--- src/rtl/sha1_stream_pkg.sv ---
// sha1_stream_pkg: shared state encoding and sizes for the SHA-1 word-stream receiver.
package sha1_stream_pkg;
    localparam int WORDS  = 16;
    localparam int DATA_W = 32;
    localparam int DIG_W  = 160;
    localparam int BLK_W  = 512;
    localparam int IDX_W  = $clog2(WORDS);
    typedef enum logic [1:0] {IDLE, FILL, ISSUE, WAIT_CORE} state_t;
endpackage

--- src/rtl/sha1_word_assembler.sv ---
// sha1_word_assembler: packs streamed words into a 512-bit block, word 0 in the top bits.
module sha1_word_assembler
    import sha1_stream_pkg::*;
(
    input  logic              clk,
    input  logic              reset,
    input  logic              i_load0,
    input  logic              i_loadn,
    input  logic [DATA_W-1:0] i_data,
    output logic [BLK_W-1:0]  o_block,
    output logic              o_last
);
    logic [BLK_W-1:0] r_block;
    logic [IDX_W-1:0] r_count;
    always_ff @(posedge clk or posedge reset) begin
        if (reset) begin
            r_block <= '0;
            r_count <= '0;
        end else if (i_load0) begin
            r_block[BLK_W-1 -: DATA_W] <= i_data;
            r_count <= IDX_W'(1);
        end else if (i_loadn) begin
            r_block[BLK_W-1-DATA_W*int'(r_count) -: DATA_W] <= i_data;
            r_count <= r_count + 1'b1;
        end
    end
    assign o_block = r_block;
    assign o_last  = r_count == IDX_W'(WORDS-1);
endmodule

--- src/rtl/sha1_stream_receiver.sv ---
// sha1_stream_receiver: collects 16-word blocks, hands them to a SHA-1 core and latches the digest.
module sha1_stream_receiver
    import sha1_stream_pkg::*;
(
    input  logic              clk,
    input  logic              reset,
    input  logic              in_initial,
    input  logic              in_valid,
    input  logic [DATA_W-1:0] in_data,
    output logic              out_ready,
    output logic [DIG_W-1:0]  out_digest,
    output logic              blk_valid,
    output logic [BLK_W-1:0]  blk_data,
    input  logic              blk_accept,
    input  logic              core_done,
    input  logic [DIG_W-1:0]  core_digest,
    output logic              proto_err,
    output logic              err_sticky,
    output logic [31:0]       blocks_done
);
    state_t            r_state;
    logic              r_ready, r_blk_valid, r_err, r_sticky;
    logic [DIG_W-1:0]  r_digest;
    logic [31:0]       r_blocks;
    logic              w_load0, w_loadn, w_last, w_err;
    logic              w_filling;
    assign w_filling = r_state == FILL;
    assign w_load0   = in_valid & in_initial & (r_state == IDLE | w_filling);
    assign w_loadn   = in_valid & ~in_initial & w_filling;
    // Any word the FSM cannot store, and any stray core completion, is a violation.
    assign w_err = (in_valid & ~w_load0 & ~w_loadn) | (in_valid & in_initial & w_filling)
                 | (core_done & r_state != WAIT_CORE);
    sha1_word_assembler u_asm (
        .clk     (clk),
        .reset   (reset),
        .i_load0 (w_load0),
        .i_loadn (w_loadn),
        .i_data  (in_data),
        .o_block (blk_data),
        .o_last  (w_last)
    );
    always_ff @(posedge clk or posedge reset) begin
        if (reset) begin
            r_state     <= IDLE;
            r_ready     <= 1'b1;
            r_blk_valid <= 1'b0;
            r_digest    <= '0;
            r_blocks    <= '0;
            r_err       <= 1'b0;
            r_sticky    <= 1'b0;
        end else begin
            r_err    <= w_err;
            r_sticky <= r_sticky | w_err;
            case (r_state)
                IDLE: if (w_load0) begin
                    r_state <= FILL;
                    r_ready <= 1'b0;
                end
                FILL: if (w_loadn && w_last) begin
                    r_state     <= ISSUE;
                    r_blk_valid <= 1'b1;
                end
                ISSUE: if (blk_accept) begin
                    r_state     <= WAIT_CORE;
                    r_blk_valid <= 1'b0;
                end
                WAIT_CORE: if (core_done) begin
                    r_state  <= IDLE;
                    r_ready  <= 1'b1;
                    r_digest <= core_digest;
                    r_blocks <= r_blocks + 32'd1;
                end
                default: r_state <= IDLE;
            endcase
        end
    end
    assign out_ready   = r_ready;
    assign out_digest  = r_digest;
    assign blk_valid   = r_blk_valid;
    assign proto_err   = r_err;
    assign err_sticky  = r_sticky;
    assign blocks_done = r_blocks;
endmodule

--- config.mk ---
export PLATFORM = sky130hd
export DESIGN_NAME = sha1_stream_receiver
export DESIGN_NICKNAME = d
export VERILOG_FILES = /design/src/rtl/sha1_stream_pkg.sv /design/src/rtl/sha1_word_assembler.sv /design/src/rtl/sha1_stream_receiver.sv
export SDC_FILE = /design/constraint.sdc
export NUM_CORES = 1
export LEC_CHECK = 0
export ABC_AREA = 1
export BUFFER_PORTS_ARGS = -buffer_cell sky130_fd_sc_hd__buf_2
export CAP_MARGIN = 25
export CORE_AREA = 2 2 350 352
export DETAILED_ROUTE_END_ITERATION = 6
export DIE_AREA = 0 0 352 354
export GPL_TIMING_DRIVEN = 0
export PLACE_DENSITY = 0.41
export SETUP_SLACK_MARGIN = 0.3
export SLEW_MARGIN = 20
export SYNTH_ARGS = -nofsm -noshare
export SYNTH_HDL_FRONTEND = slang
export SYNTH_SLANG_ARGS = --single-unit
--- constraint.sdc ---
create_clock -name clk -period 46.6 [get_ports clk]
set_clock_uncertainty 0.05 [all_clocks]
set_input_delay 9.32 -clock clk [delete_from_list [all_inputs] [get_ports clk]]
set_output_delay 9.32 -clock clk [all_outputs]
set_load 0.02 [all_outputs]
==> flow_metrics.env <==
export IMPL_first_iter_violations=1756
export IMPL_power_w=0.002161
export IMPL_crit_path_max_incr_delay_ps=540
export IMPL_cp_arrival_ps=1470
export IMPL_pwr_density_cell_nw_per_um2=55.85
export IMPL_synth_area_leaders="dfrtp_1 62%, nand2_1 19%, o21ai_1 3.8%"
export IMPL_worst_path_buf_inv=1
export IMPL_ys_seq_area_frac=0.6183
export IMPL_io_buffers=905
export IMPL_grt_max_degree=90
export IMPL_io_pin_count=906
export IMPL_cts_hold_buf=0
export IMPL_cp_max_fo=2
export IMPL_die_w_um=352
export IMPL_initial_core_util=0.2390
export IMPL_grt_pass1_wl_um=202100
export IMPL_antenna_found_initial=23
export IMPL_required_ps=37230
export IMPL_place_ws_ps=34980
export IMPL_cp_slowest_cell="dfstp_2"
export IMPL_synth_top_area_frac=0.6174
export IMPL_grt_usage=0.2254
export IMPL_cts_sinks=714
export IMPL_ys_ff_latch=714
export IMPL_p_leak_nw=22.02
export IMPL_max_slew_margin=0.2297
export IMPL_critPathTopFamily="flip-flops"
export IMPL_wl_per_cell_um=23.95
export IMPL_reg2reg_from="u_asm.r_count[1]"
export IMPL_cp_end_kind="output port"
export IMPL_clkLatencyLatePin_ps=670
export IMPL_max_freq_ghz=0.09224
export IMPL_crit_type="flip-flop to output port"
export IMPL_syn2layout_area_growth_pct=33.92
export IMPL_place_gp_congestion=0.8412
export IMPL_ir_drop_v=0.00003054
export IMPL_syn_inst=3337
export IMPL_firstDrtPassIters=5
export IMPL_clockBufferDepth=3
export IMPL_synth_top_cell_by_area="dfrtp_1"
export IMPL_worst_slack_ps=35760
export IMPL_fp_dieH_um=354
export IMPL_via_per_inst=4.432
export IMPL_synth_edf_count=0
export IMPL_status="finished, final reports clean"
export IMPL_drc=0
export IMPL_async_flop_share=1.000
export IMPL_fin_crit_ps=10840
export IMPL_clk_pin_slew_ps=60
export IMPL_row_count=128
export IMPL_core_um2=120900
export IMPL_syn_nets=3546
export IMPL_synth_area_per_cell_um2=8.660
export IMPL_finalSetupViolations=0
export IMPL_grt_pass1_vias=26573
export IMPL_min_path_type="flip-flop to flip-flop"
export IMPL_ys_types=31
export IMPL_cts_root_buf="clkbuf_16"
export IMPL_setup_tns_ps=0
export IMPL_final_nets=4551
export IMPL_min_period_over_period=0.2326
export IMPL_cts_tree="done"
export IMPL_ant_nets=0
export IMPL_min_delay_start="u_asm.o_block[474]"
export IMPL_crit_start="out_ready"
export IMPL_htree_levels=3
export IMPL_tightest_slew_ps=1147
export IMPL_cts_resized=0
export IMPL_drive_above_1_share=0.2625
export IMPL_cap_violations=0
export IMPL_grt_setup_unrepaired="no"
export IMPL_dieArea_um2=124600
export IMPL_grt_overflow=0
export IMPL_ys_flop_type="dfrtp_1"
export IMPL_ys_top_cells_by_count="1,473 x nand2_1, 713 x dfrtp_1, 222 x o21ai_1"
export IMPL_cts_setup_buffers=0
export IMPL_yosys_warnings=0
export IMPL_numCtsBuffers=88
export IMPL_syn_area_um2=28900
export IMPL_totalWireLength_um=144600
export IMPL_synth_most_common_cell="nand2_1"
export IMPL_cp_start_kind="flip-flop"
export IMPL_hold_viol=0
export IMPL_vias=26772
export IMPL_path_cells="buf_2"
export IMPL_slew_viol_final=0
export IMPL_post_dp_hpwl_um=113000
[power by group]
group	internal, W	leakage (nW)	total (W)	switching [W]
sequential	0.000732	9.62	0.000795	0.0000630
clock	0.000427	1.47	0.000715	0.000289
combinational	0.000164	10.9	0.000651	0.000487
[layout make-up]
cell class	instances	area, µm²
flip-flops and latches	714	17870
clock inverters	36	437.9
well taps	1625	2033
fillers	13199	82220
clock buffers	120	2515
inverters	116	442.9
plain buffers	197	834.6
diodes	7	17.52
repair buffers	915	4792
multi-input cells	2310	9759
[metal layers]
| layer | vias up | routed length, µm | track usage |
|---|---|---|---|
| li1 | 12577 | - | - |
| met1 | 13162 | 57010 | 0.2691 |
| met2 | 843 | 72250 | 0.3909 |
| met3 | 178 | 11170 | 0.06644 |
| met4 | 12 | 4142 | 0.06618 |
| met5 | - | 68 | 0 |
[through the flow]
stage	cell area, µm²	hold slack (ps)	std cells	utilization
floorplan	28900	441.1	3337	-
global placement	35460	399.9	5867	0.2933
detailed placement	35730	403.2	5877	0.2955
CTS	38680	417.7	6033	0.3199
global route	38690	433.0	6037	0.3200
finish	38700	413.1	6040	0.3201
[worst reg2reg max path, stage by stage, from the launching register on]
cell	delay (ps)
dfrtp_1	390
buf_2	200
clkinv_1	210
clkbuf_1	590
ha_1	310
nand2_1	270
nor2_2	440
inv_1	190
clkbuf_1	300
nand2_1	130
nand2_1	60
[flip-flops by register name, indices dropped and copies added, names as in the netlist]
name,count
err_sticky,1
proto_err,1
r_state,2
blk_valid,1
blocks_done,32
out_digest,160
out_ready,1
u_asm.o_block,512
u_asm.r_count,4
[cell usage in the layout (no fill, tap or decap), types with 10 or more instances in the layout]
master	synthesis	final
nor3_1	68	68
clkbuf_1	108	123
nand4_1	12	12
clkinv_2	0	20
nand3_1	103	103
o21ai_0	168	168
ha_1	11	11
nor2_2	10	10
buf_2	67	972
o21ai_1	222	222
clkbuf_8	0	15
clkbuf_16	0	90
nor2_1	167	167
inv_1	108	107
a21oi_1	38	38
dfrtp_1	713	713
nand2_1	1473	1473
buf_1	20	20
[final timing paths]
path / end / slack (ps) / cells past startpoint
worst max-delay path: out_ready / 35760 / 1
worst min-delay path: u_asm.o_block[474] / 410 / 2
worst max register to register: u_asm.o_block[369] / 43340 / 10
worst min register to register: u_asm.o_block[474] / 410 / 2
max in group asynchronous: out_digest[114] / 35890 / 6
min in group asynchronous: u_asm.o_block[184] / 8570 / 2
[kinds of logic (layout without fill, tap and decap cells)]
family / count (synthesis) / in the layout / synth area share
other: 0 / 7 / 0
AOI/OAI and AO/OA: 430 / 430 / 0.07473
buffers and inverters: 313 / 1384 / 0.04395
xor gates and xnor gates: 14 / 14 / 0.004243
and+or+nand+nor: 1855 / 1855 / 0.2540
DFF: 714 / 714 / 0.6183
adders and majority gates: 11 / 11 / 0.004763
(Power assumes the default switching activity.)
